`config.mk`:
```
export PLATFORM = sky130hd
export DESIGN_NAME = regfile_write_arbiter
export DESIGN_NICKNAME = d
export VERILOG_FILES = /design/src/rtl/regfile_write_arbiter.sv
export SDC_FILE = /design/constraint.sdc
export NUM_CORES = 1
export LEC_CHECK = 0
export ABC_AREA = 1
export CAP_MARGIN = 20
export CORE_UTILIZATION = 41
export DETAILED_ROUTE_END_ITERATION = 12
export HOLD_SLACK_MARGIN = 0.12
export PLACE_DENSITY = 0.95
export SLEW_MARGIN = 10
export SYNTH_ARGS = -nofsm -noshare
export SYNTH_HDL_FRONTEND = slang
export SYNTH_SLANG_ARGS = --single-unit
```
`constraint.sdc`:
```
create_clock -name clock -period 2.6 [get_ports clock]
set_input_delay 0.52 -clock clock [delete_from_list [all_inputs] [get_ports clock]]
set_output_delay 0.52 -clock clock [all_outputs]
set_load 0.02 [all_outputs]
```
`src/rtl/regfile_write_arbiter.sv`:
```
`default_nettype none
// ============================================================================
// Module   : regfile_write_arbiter
// Purpose  : Shares the register-file write port between the pipeline
//            writeback stage (fixed priority) and the mult/div unit
//            (age-forced grant).
// Revision : 1.0
// ============================================================================
module regfile_write_arbiter #(
  parameter int DATA_WIDTH = 32,
  parameter int ADDR_WIDTH = 5,
  parameter int MAX_WAIT   = 4
) (
  input  logic                  clock,
  input  logic                  reset_n,
  input  logic                  valid_0,
  input  logic [ADDR_WIDTH-1:0] addr_0,
  input  logic [DATA_WIDTH-1:0] data_0,
  output logic                  ready_0,
  input  logic                  valid_1,
  input  logic [ADDR_WIDTH-1:0] addr_1,
  input  logic [DATA_WIDTH-1:0] data_1,
  output logic                  ready_1,
  output logic                  wr_en,
  output logic [ADDR_WIDTH-1:0] wr_addr,
  output logic [DATA_WIDTH-1:0] wr_data,
  output logic                  wr_sel,
  output logic                  starve_grant
);

  localparam logic [3:0]            WAIT_LIMIT = 4'(MAX_WAIT);
  localparam logic [ADDR_WIDTH-1:0] ZERO_ADDR  = '0;

  logic [3:0] wait_cnt;
  logic       grant_0;
  logic       grant_1;

  // Grants depend only on the valids and the age counter, never on payload.
  always_comb begin
    grant_1 = valid_1 & (~valid_0 | (wait_cnt == WAIT_LIMIT));
    grant_0 = valid_0 & ~grant_1;
    ready_0 = reset_n & grant_0;
    ready_1 = reset_n & grant_1;
  end

  always_ff @(posedge clock or negedge reset_n) begin
    if (!reset_n) begin
      wait_cnt     <= 4'd0;
      wr_en        <= 1'b0;
      wr_addr      <= '0;
      wr_data      <= '0;
      wr_sel       <= 1'b0;
      starve_grant <= 1'b0;
    end else begin
      if (~valid_1 | grant_1) begin
        wait_cnt <= 4'd0;
      end else if (wait_cnt != WAIT_LIMIT) begin
        wait_cnt <= wait_cnt + 4'd1;
      end

      if (grant_1) begin
        wr_addr      <= addr_1;
        wr_data      <= data_1;
        wr_sel       <= 1'b1;
        wr_en        <= (addr_1 != ZERO_ADDR);
        starve_grant <= valid_0;
      end else if (grant_0) begin
        wr_addr      <= addr_0;
        wr_data      <= data_0;
        wr_sel       <= 1'b0;
        wr_en        <= (addr_0 != ZERO_ADDR);
        starve_grant <= 1'b0;
      end else begin
        // Idle cycle: address, data and select hold their last values.
        wr_en        <= 1'b0;
        starve_grant <= 1'b0;
      end
    end
  end

endmodule
`default_nettype wire
```
* Yosys cells after proc, flatten, opt, wreduce, memory -nomap -nowiden *
Cells that the tools add are included.

storage, ports and cells
  input bits = 78
  bits in writable memories = 0
  memories = 0
  latch bits = 0
  register bits = 44
  output and inout port bits = 42
  word-level logic and storage cells = 33
  bits in read-only memories = 0

cells by class
  order comparisons = 0
  bitwise operators = 9
  divide/modulo/power cells = 0
  multipliers = 0
  add/sub/neg operators = 1
  eq/ne operators = 2
  multiplexer cells = 11
  shifts and indexed selects = 0
  reductions and logical operators = 4

operators with widths
  operator                                                                  count
  32-bit two-way mux                                                        2
  5-bit two-way mux                                                         2
  5-bit nonzero test                                                        2
  4-bit two-way mux                                                         2
  1-bit two-way mux                                                         5
  4-bit by 1-bit adder with 4-bit output (second input constant)            1
  1-bit bitwise AND                                                         4
  4-bit by 3-bit == test with 1-bit output (second input constant)          1
  4-bit by 3-bit inequality test with 1-bit output (second input constant)  1
  2-bit nonzero test                                                        2
  1-bit NOT                                                                 3
  1-bit OR                                                                  2

* Logic depth before layout (Yosys ltp) *
Gate-level depths: netlist of the first run.

  word-level depth = 7
  mapped depth = 10
  gate-level depth less buffers = 9

* Worst setup path before layout of the first run *
Ideal clock, no wire load.

  kind = register to output
  start point = register wait_cnt[0]
  end point = output ready_0
  path slack = 0.709 ns
  path buffers = 1
  cell stages (with the launch flop) = 7
  required time = 2.080 ns
  arrival time = 1.371 ns
  cells stage by stage = dfrtp_1 inv_1 ha_1 nand3_2 a21oi_2 buf_2 nor3_1

between the ends
  longest elaborated chain between the ends = 6

RTL lines
  what                                      line  source
  start, declared                           34    logic [3:0] wait_cnt;
  start signal, assigned                    58    wait_cnt <= wait_cnt + 4'd1;
  4-bit by 3-bit == test with 1-bit output  40    grant_1 = valid_1 & (~valid_0 | (wait_cnt == WAIT_LIMIT));
  1-bit OR                                  40
  1-bit bitwise AND                         40
  1-bit NOT                                 41    grant_0 = valid_0 & ~grant_1;
  1-bit bitwise AND                         41
  1-bit bitwise AND                         42    ready_0 = reset_n & grant_0;
  end, declared                             19    output logic ready_0,

Every way passes these cells.

* Worst setup path in the final report of the first run *
  start point = input valid_0
  end point = output ready_1

between the ends
  longest elaborated chain between the ends = 4

RTL lines
  what               line  source
  start, declared    16    input logic valid_0,
  1-bit NOT          40
  1-bit OR           40
  1-bit bitwise AND  40
  1-bit bitwise AND  43    ready_1 = reset_n & grant_1;
  end, declared      23    output logic ready_1,

Every way passes these cells.

==> run summary, run 1 <==
post-synthesis instance area - 0.002039 mm^2
commonest non-fill, non-tap cell in the layout - clkdlybuf4s50_1
Max FO, Critical Path - 5
Congestion Overflow GR - 0
1st-pass router iterations - 4
final setup fails - 0
most frequent cells in the layout - 117 x clkdlybuf4s50_1, 83 x nand2_1, 77 x nand3_1
RSZ-0062 raised after global routing - false
Seq/Total Area, Yosys - 0.5399
Root Driver - clkbuf_8
Slew headroom - 0.5682
GRT Resource Usage Total - 0.2321
routed wire length - 6.036 mm
CTS tree - yes
initial core utilization - 0.4289
Slew @ Worst Pin - 0.6467 ns
TNS Setup - 0 ns
Die X-Extent - 72.53 um
reg2reg end - wr_addr[0]
Final Hold Violating Endpoints - 0
Max Cap Violations - 0
Unique masters post-synth - 17
design area - 0.003366 mm^2
global-route wire length before repair - 9.411 mm
P&R area growth vs syn - 65.03%
Crit. End Element - output port
Crit Path Category - primary input to output port
R2R cell count - 10
CP Cell Sequence - clkdlybuf4s50_1, nand2_1, nand2_1, nor2_1, clkdlybuf4s50_1
layout cell share with drive strength beyond 1 - 0.05495
Ports - 120
vias - 2124
Leak - 1.512 nW
Avg WL per Cell - 14.00 um
Period Utilization, post-route - 0.9611
setup bufs post-CTS - 0
# fillers - 381
Clock transition at path regs - 0.08 ns
Rows - 25
vias in the first global route - 2135
Min-Delay Path Class - primary input to asynchronous set/reset pin
status - complete, no violations
GPL Wtd Cong - 0.7884
Mapped Avg Cell Area - 8.290 um^2
ant diodes - 0
net count after synthesis - 326
Design Power - 1.716 mW
PortBufs - 119
DR iter-0 viols - 92
initial antenna violation count - 0
reg2reg setup slack - 0.91 ns
Crit path largest cell delay - 0.61 ns
met1 Use GR - 0.2771
Layout Utilization - 0.7079
GR Layer Usage met3 - 0.04861
worst path required time - 2.08 ns
largest net degree at the start of global routing - 45
H-tree depth - 2
Via density - 4.928
maximum clock frequency - 400.2 MHz
busiest grt layer - met2
Worst Skew - 0.006762 ns
Yosys reg bits - 44
Slowest-stage cell, CP - clkdlybuf4s50_1
die area - 0.005261 mm^2
min Tclk post-route - 2.499 ns
Max Buffers Root-to-Sink - 2
Residual DRC - 0
critical path startpoint - valid_0
Total Nets Final - 443
Slew Viols, Final - 0
hold_buf cts - 0
Post-DRT Antenna Nets - 0
Clock Sinks - 44
total CTS buffers - 5
crit path launch type - primary input
Max IR drop VDD - 273.7 uV
power per cell area - 509.8 mW/mm^2
area of the core - 0.004755 mm^2
dpl cell area - 0.003271 mm^2
Mapped Cells - 246
HPWL after DPL - 4.262 mm
FF-to-FF Start - wait_cnt[0]
Die H - 72.53 um
Yosys warnings - 0
worst skew pair latency - 0.29 ns
M2 GR Usage - 0.4247
Data arrival, critical path - 1.98 ns
==> power breakdown <==
group | switching, mW | internal [mW]
sequential | 0.0362 | 0.750
clock | 0.223 | 0.212
combinational | 0.233 | 0.261
total | 0.493 | 1.22
==> worst max path at each step <==
stage,endpoint,slack [ns],depth (start not counted)
floorplan,ready_0,0.71,6
global placement,ready_0,0.09,4
detailed placement,ready_0,0.08,4
CTS,ready_0,0.06,4
global route,ready_1,0.04,7
finish,ready_1,0.10,5
==> cell type report <==
cell class	instances	area, um^2	share of cell area
repair buffers	125	1234	0.3665
multi-input cells	178	820.8	0.2439
flip-flops and latches	44	1101	0.3271
clock inverters	2	10.01	0.002974
well taps	67	83.83	0.02491
clock buffers	6	82.58	0.02454
inverters	9	33.78	0.01004
==> stage by stage <==
stage               std cells  hold WS (ns)  setup slack [ns]
detailed placement        423        0.4751           0.07598
CTS                       431        0.3998           0.06038
floorplan                 246        0.2244            0.7088
global placement          423        0.4637           0.09195
finish                    431        0.3786            0.1012
global route              431        0.4203           0.04088
==> metal layers <==
layer	share of wire	vias up
met1	0.42	985
met4	0.0040	0
met3	0.081	4
met5	0	-
li1	-	1038
met2	0.50	97
==> cells by family (layout without fill, tap and decap cells) <==
family          after synthesis  in the layout  share of synthesized area
simple gates                172            172                     0.3699
buf+inv                      24            142                    0.06258
xor+xnor                      2              2                   0.008591
compound gates                2              2                   0.006747
fa+ha+maj                     2              2                    0.01227
flops                        44             44                     0.5399
==> timing repair <==
item	4_1_cts	5_1_grt
endpoints found under the setup margin	0	1
hold endpoints to repair	0	0
resized for setup	0	1
==> cells in the mapped netlist <==
cell     instances  area [um^2]
dfrtp_1         44         1101
a21oi_2          1        8.760
nor2_1           7        26.28
nand3_2          1        10.01
or2_2            1        6.260
inv_2            1        3.750
buf_6            1        11.26
nor3_1           3        15.01
ha_1             2        25.02
inv_1            8        30.03
o21ai_0          1        5.000
xor2_1           1        8.760
buf_2            9        45.04
xnor2_1          1        8.760
nand2_1         83        311.6
buf_4            5        37.54
nand3_1         77        385.4
==> flip-flops by register name (all words and copies together) (netlist names) <==
name / flops
wr_addr: 5
wait_cnt: 4
wr_data: 32
wr_en: 1
wr_sel: 1
starve_grant: 1
==> worst max-delay path: cells and delay by family <==
family	cells	cell delay (ns)
buffers and inverters	2	1.13
and+or+nand+nor	3	0.32
Power figures use the tool's default switching activity.
==> run 2: changes to the inputs <==
--- a/config.mk
+++ b/config.mk
@@ -8,4 +8,5 @@
 export ABC_AREA = 1
 export CAP_MARGIN = 20
+export CORE_MARGIN = 4
 export CORE_UTILIZATION = 41
 export DETAILED_ROUTE_END_ITERATION = 12
==> constraint.sdc (replaced) <==
create_clock -name clock -period 2.6 [get_ports clock]
set_input_delay 0.52 -clock clock [delete_from_list [all_inputs] [get_ports clock]]
set_output_delay 0.52 -clock clock [all_outputs]
set_load 0.01 [all_outputs]
==> run 2 against run 1 <==
  * Clock skew barely moved
  * Non-clock buffer count fell by 1
  * Sequential share of layout area barely moved
  * Utilization fell by 0.54 points
  * Critical path depth did not move
  * Sequential power barely moved
  * Hold slack got worse by 0.0091 ns
  * Routed wire length rose by 8.4%
  * Clock power rose by 4%
  * Flip-flop and latch count did not move
  * Register-to-register slack got worse by 0.03 ns
  * Count of clock-buffer cells in the layout rose by 1
  * Critical endpoint is now ready_0
  * Largest cell class unchanged
==> run summary, run 2 (synthesis gave the netlist of run 1 again) <==
crit path launch type - primary input (unchanged)
cell mode on critical path - clkdlybuf4s50_1
# fillers - 380 (was 381)
layout cell share with drive strength beyond 1 - 0.04972 (was 0.05495)
Crit Path Category - primary input to output port (unchanged)
routed wire length - 6.546 mm (was 6.036 mm)
RSZ-0062 raised after global routing - false (unchanged)
DR top layer - met4 (unchanged)
PortBufs - 119 (unchanged)
Crit. End Element - output port (unchanged)
Ports - 120 (unchanged)
Min-Delay Path Class - primary input to asynchronous set/reset pin (unchanged)
commonest non-fill, non-tap cell in the layout - clkdlybuf4s50_1 (unchanged)
post_cts resized - 0 (unchanged)
status - complete, no violations (unchanged)
Layout Utilization - 0.7025 (was 0.7079)
worst path required time - 2.08 ns (about the same)
largest net degree at the start of global routing - 45 (unchanged)
Leak - 1.501 nW (was 1.512 nW)
TNS Setup - 0 ns (unchanged)
R2R cell count - 8 (was 10)
Post-DRT Antenna Nets - 0 (unchanged)
Buf+Inv Stages, Crit Path - 3 (was 2)
setup ws final - 0.1815 ns (was 0.1012 ns)
final setup fails - 0 (unchanged)
Final Hold Violating Endpoints - 0 (unchanged)
Root Driver - clkbuf_8 (unchanged)
post-route insts no fill - 429 (was 431)
Congestion Overflow GR - 0 (unchanged)
H-tree depth - 2 (unchanged)
Slew @ Worst Pin - 0.6663 ns (was 0.6467 ns)
clock share of power - 0.269 (was 0.254)
most frequent cells in the layout - 117 x clkdlybuf4s50_1, 83 x nand2_1, 77 x nand3_1 (unchanged)
vias in the first global route - 2170 (was 2135)
Post-Place Worst Slack - 0.02386 ns (was 0.07598 ns)
Period Utilization, post-route - 0.9302 (was 0.9611)
GPL Wtd Cong - 0.7346 (was 0.7884)
Crit path largest cell delay - 0.57 ns (was 0.61 ns)
Die H - 78.53 um (was 72.53 um)
CTS tree - yes (unchanged)
max reg flops - 32 (unchanged)
Die X-Extent - 78.53 um (was 72.53 um)
Clock transition at path regs - 0.08 ns (about the same)
Via density - 5.042 (was 4.928)
combinational share of power - 0.265 (was 0.288)
Slew Viols, Final - 0 (unchanged)
Data arrival, critical path - 1.90 ns (was 1.98 ns)
die area - 0.006167 mm^2 (was 0.005261 mm^2)
Clock Sinks - 44 (unchanged)
hold_buf cts - 0 (unchanged)
area of the multi-input gates - 820.8 um^2 (unchanged)
DR iter-0 viols - 112 (was 92)
Sw Share - 0.2602 (was 0.2872)
Power Internal - 1.247 mW (was 1.223 mW)
ant diodes - 0 (unchanged)
total CTS buffers - 5 (unchanged)
area of the core - 0.004786 mm^2 (was 0.004755 mm^2)
register area - 0.001101 mm^2 (unchanged)
most flop-heavy register - wr_data (unchanged)
Max Cap Violations - 0 (unchanged)
power per cell area - 501.3 mW/mm^2 (was 509.8 mW/mm^2)
initial core utilization - 0.4261 (was 0.4289)
Critical Path Stages - 5 (unchanged)
critical path startpoint - valid_1 (was valid_0)
setup bufs post-CTS - 0 (unchanged)
Max Buffers Root-to-Sink - 2 (unchanged)
total length of routed met2 wires - 3.167 mm (was 2.996 mm)
vias - 2163 (was 2124)
HPWL after DPL - 4.789 mm (was 4.262 mm)
min Tclk post-route - 2.418 ns (was 2.499 ns)
largest registers - wr_data x32, wr_addr x5, wait_cnt x4 (unchanged)
global-route wire length before repair - 10.59 mm (was 9.411 mm)
CP Cell Sequence - clkdlybuf4s50_1, inv_1, a21oi_4, nor3_1, clkdlybuf4s50_1 (was clkdlybuf4s50_1, nand2_1, nand2_1, nor2_1, clkdlybuf4s50_1)
maximum clock frequency - 413.5 MHz (was 400.2 MHz)
Residual DRC - 0 (unchanged)
sequential power share - 0.466 (was 0.458)
Max FO, Critical Path - 5 (unchanged)
Rows - 25 (unchanged)
Avg WL per Cell - 15.26 um (was 14.00 um)
1st-pass router iterations - 6 (was 4)
Slew headroom - 0.5552 (was 0.5682)
CP top delay family - buffers and inverters (unchanged)
Worst Skew - 0.006590 ns (was 0.006762 ns)
GRT Resource Usage Total - 0.2163 (was 0.2321)
FF-to-FF Start - wait_cnt[0] (unchanged)
worst skew pair latency - 0.29 ns (about the same)
Placed Cells - 422 (was 423)
M1 wire length - 2.627 mm (was 2.527 mm)
Total Nets Final - 442 (was 443)
metal3 WL - 666 um (was 487 um)
initial antenna violation count - 0 (unchanged)
Psw - 0.4386 mW (was 0.4927 mW)
Max IR drop VDD - 241.4 uV (was 273.7 uV)
P&R area growth vs syn - 64.85% (was 65.03%)
Slowest-stage cell, CP - clkdlybuf4s50_1 (unchanged)
## run 2: cell count changes in the layout (fill, tap and decap cells not counted), sizes merged
cell	before	now
buf	7	6
clkinv	2	0
clkbuf	6	7
## run 2: final cells by class
class / count / area share
clock buffers: 7 / 0.02866
inverters: 9 / 0.01005
multi-input cells: 178 / 0.2441
flip-flops and latches: 44 / 0.3275
well taps: 67 / 0.02493
repair buffers: 124 / 0.3647
## run 2: per-stage QoR
stage / hold slack [ns] / cell area [um^2] / power [mW]
after global routing: 0.4175 / 3362 / 1.768
after floorplan: 0.2244 / 2039 / 0.9455
final: 0.3695 / 3362 / 1.685
after detailed placement: 0.4695 / 3263 / 1.249
after CTS: 0.3901 / 3359 / 1.703
after global placement: 0.4641 / 3263 / 1.235
## run 2: worst paths after layout
check / end / slack (ns)
max: ready_0 / 0.18
min: wr_addr[0] / 0.37
max reg2reg: wr_en / 0.88
min reg2reg: wait_cnt[0] / 0.49
max in group asynchronous: wr_data[31] / 1.84
min in group clock: wait_cnt[0] / 0.49
## run 2: metal layers
layer  global-route usage  vias up
li1                     -     1033
met1               0.2620     1003
met2               0.3718      115
met3              0.07683       12
met4              0.04196        0
met5                    0        -
## run 2: power by group through the flow
stage               logic, mW  registers [mW]  clock network (mW)
finish                  0.446           0.786               0.453
global route            0.484           0.794               0.491
CTS                     0.452           0.786               0.464
detailed placement      0.451           0.799                   0
global placement        0.439           0.795                   0
floorplan               0.117           0.829                   0
==> run 3: changes to the inputs <==
Settings changed: CORE_UTILIZATION 41 to 38, PLACE_DENSITY 0.95 to 0.84.
Clock period 2.6 ns to 2.3 ns, I/O delays scaled along.
==> run 3 against run 2 <==
  * Total power is 11% higher
  * Via count is 1.5% lower
  * Combinational power grew 13%
  * Die area up 7.1%
  * Utilization decreased by 4.8 points
  * Clock power grew 6.8%
  * Flip-flop and latch count is the same
  * Critical path depth rose by 2
  * Largest power group unchanged
  * Highest routed layer unchanged
==> run summary, run 3 (synthesis gave the netlist of run 1 again) <==
Avg WL per Cell - 15.06 um (was 15.26 um)
Clock Sinks - 44 (unchanged)
Congestion Overflow GR - 0 (unchanged)
Post-Place Worst Slack - -0.04294 ns (was 0.02386 ns)
CTS tree - yes (unchanged)
Slew Viols, Final - 0 (unchanged)
largest registers - wr_data x32, wr_addr x5, wait_cnt x4 (unchanged)
worst skew pair latency - 0.28 ns (was 0.29 ns)
Final Hold Violating Endpoints - 0 (unchanged)
HPWL after DPL - 4.637 mm (was 4.789 mm)
setup ws final - 0.2371 ns (was 0.1815 ns)
Period Utilization, post-route - 0.8969
GPL Wtd Cong - 0.7398 (was 0.7346)
GRT Resource Usage Total - 0.1989 (was 0.2163)
initial antenna violation count - 0 (unchanged)
Max FO, Critical Path - 4 (was 5)
area of the multi-input gates - 820.8 um^2 (unchanged)
Max IR drop VDD - 355.5 uV (was 241.4 uV)
Crit. End Element - output port (unchanged)
Data arrival, critical path - 1.60 ns (was 1.90 ns)
Max Cap Violations - 0 (unchanged)
max reg flops - 32 (unchanged)
register area - 0.001101 mm^2 (unchanged)
Ports - 120 (unchanged)
Max Buffers Root-to-Sink - 2 (unchanged)
Slew @ Worst Pin - 0.6916 ns (was 0.6663 ns)
vias in the first global route - 2177 (was 2170)
CP top delay family - simple AND/OR/NAND/NOR gates (was buffers and inverters)
crit path launch type - register (was primary input)
Via density - 4.910 (was 5.042)
total CTS buffers - 5 (unchanged)
Die X-Extent - 81.26 um (was 78.53 um)
Crit Path Category - register to output port (was primary input to output port)
Worst Skew - 0.003216 ns (was 0.006590 ns)
Total Nets Final - 443 (was 442)
Post-DRT Antenna Nets - 0 (unchanged)
# fillers - 456 (was 380)
hold slack - 0.3055 ns (was 0.3695 ns)
1st-pass router iterations - 4 (was 6)
hold_buf cts - 0 (unchanged)
Leak - 1.512 nW (was 1.501 nW)
Crit path largest cell delay - 0.41 ns (was 0.57 ns)
PortBufs - 119 (unchanged)
Slew headroom - 0.5383 (was 0.5552)
P&R area growth vs syn - 64.97% (was 64.85%)
ant diodes - 0 (unchanged)
die area - 0.006603 mm^2 (was 0.006167 mm^2)
worst path required time - 1.84 ns (was 2.08 ns)
CP Cell Sequence - inv_1, ha_1, nand3_2, nand2_1, nand2_1, nor2_1, dlygate4sd2_1 (was clkdlybuf4s50_1, inv_1, a21oi_4, nor3_1, clkdlybuf4s50_1)
global-route wire length before repair - 10.18 mm (was 10.59 mm)
Min-Delay Path Class - primary input to asynchronous set/reset pin (unchanged)
status - complete, no violations (unchanged)
Residual DRC - 0 (unchanged)
most frequent cells in the layout - 115 x clkdlybuf4s50_1, 83 x nand2_1, 77 x nand3_1 (was 117 x clkdlybuf4s50_1, 83 x nand2_1, 77 x nand3_1)
initial core utilization - 0.3968 (was 0.4261)
RSZ-0062 raised after global routing - false (unchanged)
power per cell area - 556.7 mW/mm^2 (was 501.3 mW/mm^2)
vias - 2131 (was 2163)
Root Driver - clkbuf_8 (unchanged)
routed wire length - 6.536 mm (was 6.546 mm)
Design Power - 1.873 mW (was 1.685 mW)
TNS Setup - 0 ns (unchanged)
area of the core - 0.005140 mm^2 (was 0.004786 mm^2)
most flop-heavy register - wr_data (unchanged)
min Tclk post-route - 2.063 ns
DR iter-0 viols - 97 (was 112)
cell mode on critical path - nand2_1 (was clkdlybuf4s50_1)
Slowest-stage cell, CP - dfrtp_1 (was clkdlybuf4s50_1)
layout cell share with drive strength beyond 1 - 0.04945 (was 0.04972)
Rows - 26 (was 25)
largest net degree at the start of global routing - 45 (unchanged)
final setup fails - 0 (unchanged)
commonest non-fill, non-tap cell in the layout - clkdlybuf4s50_1 (unchanged)
H-tree depth - 2 (unchanged)
maximum clock frequency - 484.7 MHz
Die H - 81.26 um (was 78.53 um)
Clock transition at path regs - 0.08 ns (about the same)
Buf+Inv Stages, Crit Path - 2 (was 3)
Placed Cells - 426 (was 422)
post-route insts no fill - 434 (was 429)
## run 3: worst paths after layout
check,start,endpoint,slack [ns],cells after the start
max in group asynchronous,reset_n,wr_data[31],1.63,2
min reg2reg,wait_cnt[0],wait_cnt[0],0.49,1
min,reset_n,wr_addr[0],0.31,2
max,wait_cnt[0],ready_1,0.24,7
min in group clock,wait_cnt[0],wait_cnt[0],0.49,1
max reg2reg,wait_cnt[0],wr_en,0.58,8
## run 3: power by group
| group | switching (mW) | leakage [nW] | internal [mW] |
|---|---|---|---|
| sequential | 0.0396 | 0.534 | 0.848 |
| clock | 0.239 | 0.0455 | 0.245 |
| combinational | 0.208 | 0.932 | 0.294 |
## run 3: final cells by class
class | instances | share of cell area
Inverter | 9 | 0.01004
Timing Repair Buffer | 125 | 0.3659
Clock buffer | 8 | 0.02678
Sequential cell | 44 | 0.3273
Multi-Input combinational cell | 178 | 0.2440
Tap cell | 70 | 0.02603
## run 3: metal layers
| layer | GRT usage | share of wire | up-vias |
|---|---|---|---|
| met5 | 0 | 0 | - |
| met2 | 0.3396 | 0.48 | 73 |
| li1 | - | - | 1036 |
| met1 | 0.2419 | 0.43 | 1018 |
| met3 | 0.07206 | 0.092 | 4 |
| met4 | 0.03716 | 0.0055 | 0 |
## run 3: repair_timing
item,4_1_cts,5_1_grt
gates resized for setup,2,1
setup buffers,0,0
setup endpoints to repair,2,1
## run 3: per-stage QoR
stage	area (um^2)	util
detailed placement	3274	0.6371
CTS	3362	0.6541
finish	3364	0.6546
floorplan	2039	-
global placement	3274	0.6371
global route	3364	0.6546
